[src/rtl/cdb_writeback_scheduler.sv]
// Common-data-bus writeback scheduler: one small FIFO per functional unit and a
// round-robin arbiter that broadcasts at most one buffered result per cycle.
module cdb_writeback_scheduler #(
  parameter int WIDTH = 31,
  parameter int ROB   = 2,
  parameter int UNITS = 4,
  parameter int DEPTH = 2
) (
  input  logic                         clk,
  input  logic                         clear,
  input  logic                         flush,
  input  logic [UNITS-1:0]             request,
  input  logic [UNITS*(WIDTH+1)-1:0]   result,
  input  logic [UNITS*(ROB+1)-1:0]     robEntry,
  output logic [UNITS-1:0]             available,
  output logic                         cdbValid,
  output logic [WIDTH:0]               cdbResult,
  output logic [ROB:0]                 cdbRob,
  output logic [$clog2(UNITS)-1:0]     cdbUnit
);

  localparam int UW = $clog2(UNITS);
  localparam int PW = $clog2(DEPTH);
  localparam int CW = PW + 1;

  typedef struct packed {
    logic [WIDTH:0] data;
    logic [ROB:0]   tag;
  } entry_t;

  entry_t          mem_q    [UNITS][DEPTH];
  entry_t          wr_entry [UNITS];
  logic [PW-1:0]   wr_ptr_q [UNITS];
  logic [PW-1:0]   wr_ptr_d [UNITS];
  logic [PW-1:0]   rd_ptr_q [UNITS];
  logic [PW-1:0]   rd_ptr_d [UNITS];
  logic [CW-1:0]   count_q  [UNITS];
  logic [CW-1:0]   count_d  [UNITS];
  logic [UW-1:0]   rr_q, rr_d;
  logic            valid_q, valid_d;
  entry_t          cdb_q, cdb_d;
  logic [UW-1:0]   unit_q, unit_d;
  logic [UNITS-1:0] push, pop;
  logic            grant_found;
  logic [UW-1:0]   grant;

  // Rotating priority search starting at the round-robin pointer.
  always_comb begin
    int idx;
    grant_found = 1'b0;
    grant       = '0;
    idx         = 0;
    for (int i = 0; i < UNITS; i++) begin
      idx = int'(rr_q) + i;
      if (idx >= UNITS) idx = idx - UNITS;
      if (!grant_found && count_q[idx] != '0) begin
        grant_found = 1'b1;
        grant       = UW'(idx);
      end
    end
  end

  // available uses the pre-edge count, so a full FIFO stays closed even while popped.
  always_comb begin
    for (int u = 0; u < UNITS; u++) begin
      available[u]     = (count_q[u] < CW'(DEPTH));
      push[u]          = request[u] & available[u] & ~flush;
      pop[u]           = grant_found & (grant == UW'(u)) & ~flush;
      wr_entry[u].data = result[u*(WIDTH+1) +: WIDTH+1];
      wr_entry[u].tag  = robEntry[u*(ROB+1) +: ROB+1];
    end
  end

  always_comb begin
    for (int u = 0; u < UNITS; u++) begin
      wr_ptr_d[u] = wr_ptr_q[u] + PW'(push[u]);
      rd_ptr_d[u] = rd_ptr_q[u] + PW'(pop[u]);
      count_d[u]  = count_q[u] + CW'(push[u]) - CW'(pop[u]);
      if (flush) begin
        wr_ptr_d[u] = '0;
        rd_ptr_d[u] = '0;
        count_d[u]  = '0;
      end
    end
    valid_d = grant_found & ~flush;
    cdb_d   = cdb_q;
    unit_d  = unit_q;
    rr_d    = rr_q;
    if (valid_d) begin
      cdb_d  = mem_q[grant][rd_ptr_q[grant]];
      unit_d = grant;
      rr_d   = (grant == UW'(UNITS - 1)) ? '0 : grant + UW'(1);
    end
  end

  // NOTE: sequential state uses non-blocking assignments so every flop samples pre-edge values.
  always_ff @(posedge clk or posedge clear) begin
    if (clear) begin
      for (int u = 0; u < UNITS; u++) begin
        wr_ptr_q[u] <= '0;
        rd_ptr_q[u] <= '0;
        count_q[u]  <= '0;
      end
      rr_q    <= '0;
      valid_q <= 1'b0;
      cdb_q   <= '0;
      unit_q  <= '0;
    end else begin
      for (int u = 0; u < UNITS; u++) begin
        wr_ptr_q[u] <= wr_ptr_d[u];
        rd_ptr_q[u] <= rd_ptr_d[u];
        count_q[u]  <= count_d[u];
      end
      rr_q    <= rr_d;
      valid_q <= valid_d;
      cdb_q   <= cdb_d;
      unit_q  <= unit_d;
    end
  end

  // NOTE: FIFO storage has no reset; the counts alone decide which entries are live.
  always_ff @(posedge clk) begin
    for (int u = 0; u < UNITS; u++) begin
      if (push[u]) mem_q[u][wr_ptr_q[u]] <= wr_entry[u];
    end
  end

  assign cdbValid  = valid_q;
  assign cdbResult = cdb_q.data;
  assign cdbRob    = cdb_q.tag;
  assign cdbUnit   = unit_q;

endmodule

[config.mk]
export PLATFORM = sky130hd
export DESIGN_NAME = cdb_writeback_scheduler
export DESIGN_NICKNAME = d
export VERILOG_FILES = /design/src/rtl/cdb_writeback_scheduler.sv
export SDC_FILE = /design/constraint.sdc
export NUM_CORES = 1
export LEC_CHECK = 0
export CAP_MARGIN = 15
export CELL_PAD_IN_SITES_DETAIL_PLACEMENT = 2
export CELL_PAD_IN_SITES_GLOBAL_PLACEMENT = 2
export CORE_MARGIN = 3
export CORE_UTILIZATION = 39
export CTS_CLUSTER_SIZE = 30
export DETAILED_ROUTE_END_ITERATION = 7
export GPL_TIMING_DRIVEN = 0
export PLACE_DENSITY_LB_ADDON = 0.1
export SYNTH_ARGS = -nofsm -noshare
export SYNTH_HDL_FRONTEND = slang
export SYNTH_SLANG_ARGS = --single-unit
[constraint.sdc]
create_clock -name clk -period 2.8 [get_ports clk]
set_input_delay 0.28 -clock clk [delete_from_list [all_inputs] [get_ports clk]]
set_output_delay 0.28 -clock clk [all_outputs]
set_load 0.01 [all_outputs]
* Word-level counts from Yosys, hierarchy flattened
Memories as Yosys holds them, arrays and structs flattened.
Cells that the tools add are included.
** Operators by class
- $mul :: 0
- Bitwise logic cells :: 28
- Add/subtract/negate cells :: 24
- Div/mod/pow operators :: 0
- Shifts and indexed selects :: 0
- Equal/unequal tests :: 3
- Muxes and demuxes :: 59
- $lt $le $gt $ge :: 22
- Reduce and logical (&&, ||, !) cells :: 15
** Operators by type and width (number)
- 70-bit 2-to-1 mux :: 4
- 35-bit 2-to-1 mux :: 7
- 35-bit demux with 1-bit select :: 4
- 32-bit by 3-bit greater-or-equal comparator with 1-bit output, second input constant :: 4
- 32-bit 2-to-1 mux :: 4
- 32-bit NOT :: 4
- 2-bit 2-to-1 mux :: 17
- 1-bit 2-to-1 mux :: 18
- 1-bit AND :: 17
- 2-bit binary-select mux with 2-bit select :: 4
- 3-bit greater-or-equal comparator, second input constant :: 4
- 3-bit by 3-bit subtractor with 4-bit output, second input constant :: 3
- 2-bit greater-or-equal comparator, second input constant :: 5
- 1-bit NOT with 2-bit output :: 5
- 1-bit adder :: 8
- 2-bit by 1-bit adder with 2-bit output :: 4
- 2-bit by 1-bit < comparator with 1-bit output, second input constant :: 4
- 2-bit < comparator, second input constant :: 4
- 2-bit nonzero test :: 4
- 2-bit by 1-bit subtractor with 2-bit output :: 4
- 1-bit logical AND :: 7
- 2-bit by 2-bit adder with 3-bit output, second input constant :: 2
- 2-bit equality test, second input constant :: 2
- 2-bit by 3-bit subtractor with 4-bit output, second input constant :: 1
- 9 further kinds :: 11
** Storage, ports and cells
- Memories kept :: 1
- Memory bits (read-only) :: 0
- Bits in registers :: 56
- Bits in latches :: 0
- Memory bits (writable) :: 280
- Bits of input ports :: 147
- Word-level logic and storage cells :: 169
- Output and inout port bits :: 42
** Memory list
- mem_q :: depth 4, width 70, read ports 1, clocked after memory_dff 0, write ports 4, line 31 : entry_t mem_q [UNITS][DEPTH];

* Logic depth before layout (Yosys ltp)
- Depth after elaboration :: 25
- Mapped depth :: 15
- Gate-level depth less buffers :: 12

* Worst setup path after synthesis
OpenSTA, ideal clock, no wires.
- Kind :: register -> register
- Start point :: register count_q[5] (netlist bit)
- End point :: register count_q[1] (netlist bit)
- Path buffers :: 3
- Required time :: 2.668 ns
- Data arrival time :: 2.487 ns
- Stages on the path, launching flop included :: 16
- Path slack :: 0.181 ns
- Setup time :: 0.132 ns
- Clock period less this slack :: 2.619 ns
- Cells stage by stage :: dfrtp_1 or2_1 o221ai_1 a22o_1 buf_6 inv_2 buf_4 buf_2 ha_1 and2_1 ha_1 inv_1 ha_1 xnor2_1 xnor2_1 nor2_1
** RTL lines
- start, declared :: line 37 : logic [CW-1:0] count_q [UNITS];
- start signal, assigned by index :: line 112 : count_q[u] <= count_d[u];

==> qor.yml <==
p_int_uw: 12600
syn-cell-area_mm2: 0.0130
finalCritPeriodShare_pct: 97.4
slew_violations: 0
worst_slack_ns: 0.0722
netlist_instances: 830
yosys.area_share.simple_pct: 4.11
hpwlAfterDp_mm: 30.0
hold_path_class: "input port to async pin"
finalNetCount: 1238
synth-xor-area-share_pct: 0.807
route.vias.total: 8865
drive_above_1_share_pct: 15.3
p_per_area_mw_per_mm2: 1260
vdd_ir_drop_max_mv: 0.611
cts.root.buffer_cell: "clkbuf_16"
timing.rr.start: "count_q[0]"
cts_buffer_depth: 3
setup_viol_count_final: 0
synthMuxAreaShare_pct: 0
fmax_mhz: 367
antenna_found_initial: 3
mostFrequentLayoutCell: "edfxtp_1"
netSwitchingFraction_pct: 41.4
wire_per_inst_um: 29.6
synth_top_area_share_pct: 64.5
ys_ff_latch: 336
ys_warn_count: 0
overflow: 0
tns_ns: 0
end_kind: "flip-flop"
synth_compound_area_share_pct: 15.3
finish.instance_area_mm2: 0.0171
synth_top_family_by_area: "compound AO/OA/AOI/OAI gates"
clkSinkCount: 336
skew_ns: 0.0110
synthArstFlopShare_pct: 16.7
drtIter0Drc: 920
coreArea_mm2: 0.0327
drtAntennaViolNets: 0
grt_max_degree: 42
cp.required_ns: 3.18
synth-edff-count: 280
drt_wl_total_mm: 45.7
area_growth_pct: 31.4
fin_util_pct: 52.3
pre_cts_ws_ns: -0.837
nFillCells: 3026
htreeDepth: 2
start_kind: "flip-flop"
via_per_inst: 5.74
relSlewSlack_pct: 40.5
arrival_ns: 3.11
rr_endpoint: "count_q[1]"
rows: 66
rr_worst_depth: 14
seq_area_frac_synth_pct: 75.3
portBuffers: 188
placed_area_mm2: 0.0157
hold_buffers: 0
firstDrtPassIters: 5
worst_pin_slew_ns: 0.893
drv_cap: 0
pwr-share-seq_pct: 30.4
gp_congestion: 0.768
path_max_fanout: 10
die_x_um: 189
synth.distinct_cells: 34
layout_common_cells: "edfxtp_1, clkdlybuf4s50_1, a21oi_1"
synth.area.top_cells: "edfxtp_1, dfrtp_1, a221oi_1"
grt_pass1_vias: 9812
synthAdderAreaFrac_pct: 1.63
endpoint: "count_q[1]"
switching_power_uw: 8890
die_area_mm2: 0.0356
clk_pin_slew_worst_paths_ns: 0.06
power_frac_clock_pct: 22.6
grtUsageTotal_pct: 25.2
fin_crit_ns: 2.73
comb_power_share_pct: 47.0
status: "finished clean"
drc_errors: 0
initial_core_util_pct: 39.8
synth_fp_nets: 994
crit_type: "flip-flop to flip-flop"
syn_avg_cell_area_um2: 15.7
grt_pass1_wl_mm: 65.7
rsz0062_at_grt: "yes"
power.leakage_uw: 0.00597
synth_area_leader_cell: "edfxtp_1"
clock_latency_ns: 0.52
rrSetupSlack_ns: 0.07
synthFlopType: "edfxtp_1"
cts_tree: "built"
hold_viol: 0
ioPinCount: 189
die-height_um: 189
cts_buffers: 37
crit_path_start: "count_q[0]"
[state kept, by name, summed over array words and instances (netlist names)]
| register | flops |
|---|---|
| mem_q | 280 |
| rr_q | 2 |
| wr_ptr_q | 4 |
| cdbValid | 1 |
| cdbUnit | 2 |
| count_q | 8 |
| rd_ptr_q | 4 |
| cdbResult | 32 |
| cdbRob | 3 |
[kinds of logic (layout without fill, tap and decap cells)]
family | Yosys count | after routing
other cells | 0 | 1
compound gates | 259 | 259
fa+ha+maj | 17 | 17
buf+inv | 81 | 352
flops | 336 | 336
simple gates | 125 | 125
xor+xnor | 12 | 12
[critical path, cell delays in order, from the launching register on]
cell,delay (ns)
dfrtp_1,0.43
or2_4,0.26
o221ai_2,0.15
a22o_1,0.21
buf_6,0.17
clkinv_8,0.08
buf_12,0.15
ha_2,0.18
and2_4,0.16
ha_4,0.25
inv_1,0.04
ha_2,0.18
xnor2_2,0.13
xnor2_1,0.15
nor2_1,0.05
[how the worst min path moves through the flow]
stage | slack (ns) | from | end | cells past startpoint
floorplan | 0.35 | flush | count_q[0] | 1
global placement | 0.48 | cdbUnit[0] | cdbUnit[0] | 2
detailed placement | 0.48 | cdbUnit[0] | cdbUnit[0] | 2
CTS | 0.07 | clear | cdbResult[8] | 2
global route | 0.08 | clear | cdbResult[8] | 2
finish | 0.07 | clear | cdbResult[8] | 2
[routing by layer]
metal | routed length, µm | GRT usage (%) | share of wire [%] | up-vias
met2 | 22500 | 42.6 | 49 | 381
met4 | 931 | 5.96 | 2.0 | 4
met5 | 21 | 0 | 0.046 | -
met1 | 19300 | 34.5 | 42 | 4648
met3 | 2970 | 3.87 | 6.5 | 69
li1 | - | - | - | 3763
[power groups by stage]
stage | Clock, µW | Combinational (µW) | Sequential [µW]
6_report | 4860 | 10100 | 6540
2_1_floorplan | 0 | 5450 | 6590
4_1_cts | 4940 | 9830 | 6520
5_1_grt | 5150 | 10900 | 6600
3_3_place_gp | 0 | 9140 | 6600
3_5_place_dp | 0 | 9530 | 6600
[timing repair]
item / 4_1_cts / 5_1_grt
gates resized for setup: 16 / 40
endpoints found under the hold margin: 0 / 0
buffers inserted: 3 / 7
pin swaps: 4 / 9
cloned: 0 / 0
setup endpoints to repair: 41 / 38
[Yosys cell counts (all sizes together), types with 3 or more instances]
library cell / number
a31oi: 3
dfrtp: 56
buf: 26
a22oi: 3
edfxtp: 280
ha: 17
nor2: 24
nand3: 10
o22a: 32
inv: 22
clkbuf: 33
nor3: 3
a221oi: 96
a32oi: 3
and3: 3
nand2: 77
xnor2: 12
o21ai: 37
a21oi: 80
nor2b: 5
[metrics by stage]
| step | hold slack [ns] | power [µW] | instances |
|---|---|---|---|
| after floorplan | 0.346 | 12000 | 830 |
| after global placement | 0.476 | 15700 | 1460 |
| after detailed placement | 0.482 | 16100 | 1469 |
| after CTS | 0.0668 | 21300 | 1537 |
| after global routing | 0.0797 | 22600 | 1544 |
| final | 0.0683 | 21500 | 1544 |
[cell type report]
type / count / area [µm²] / area share, %
clock buffer: 56 / 1100 / 6.42
tap: 442 / 553 / 3.23
buffer: 57 / 330 / 1.93
sequential: 336 / 9810 / 57.3
clock inverter: 10 / 101 / 0.592
multi-input combinational: 413 / 2970 / 17.3
timing repair buffer: 207 / 2160 / 12.6
antenna: 1 / 2.50 / 0.0146
inverter: 22 / 97.6 / 0.570
Note: power is estimated with default switching activity, not from simulation.
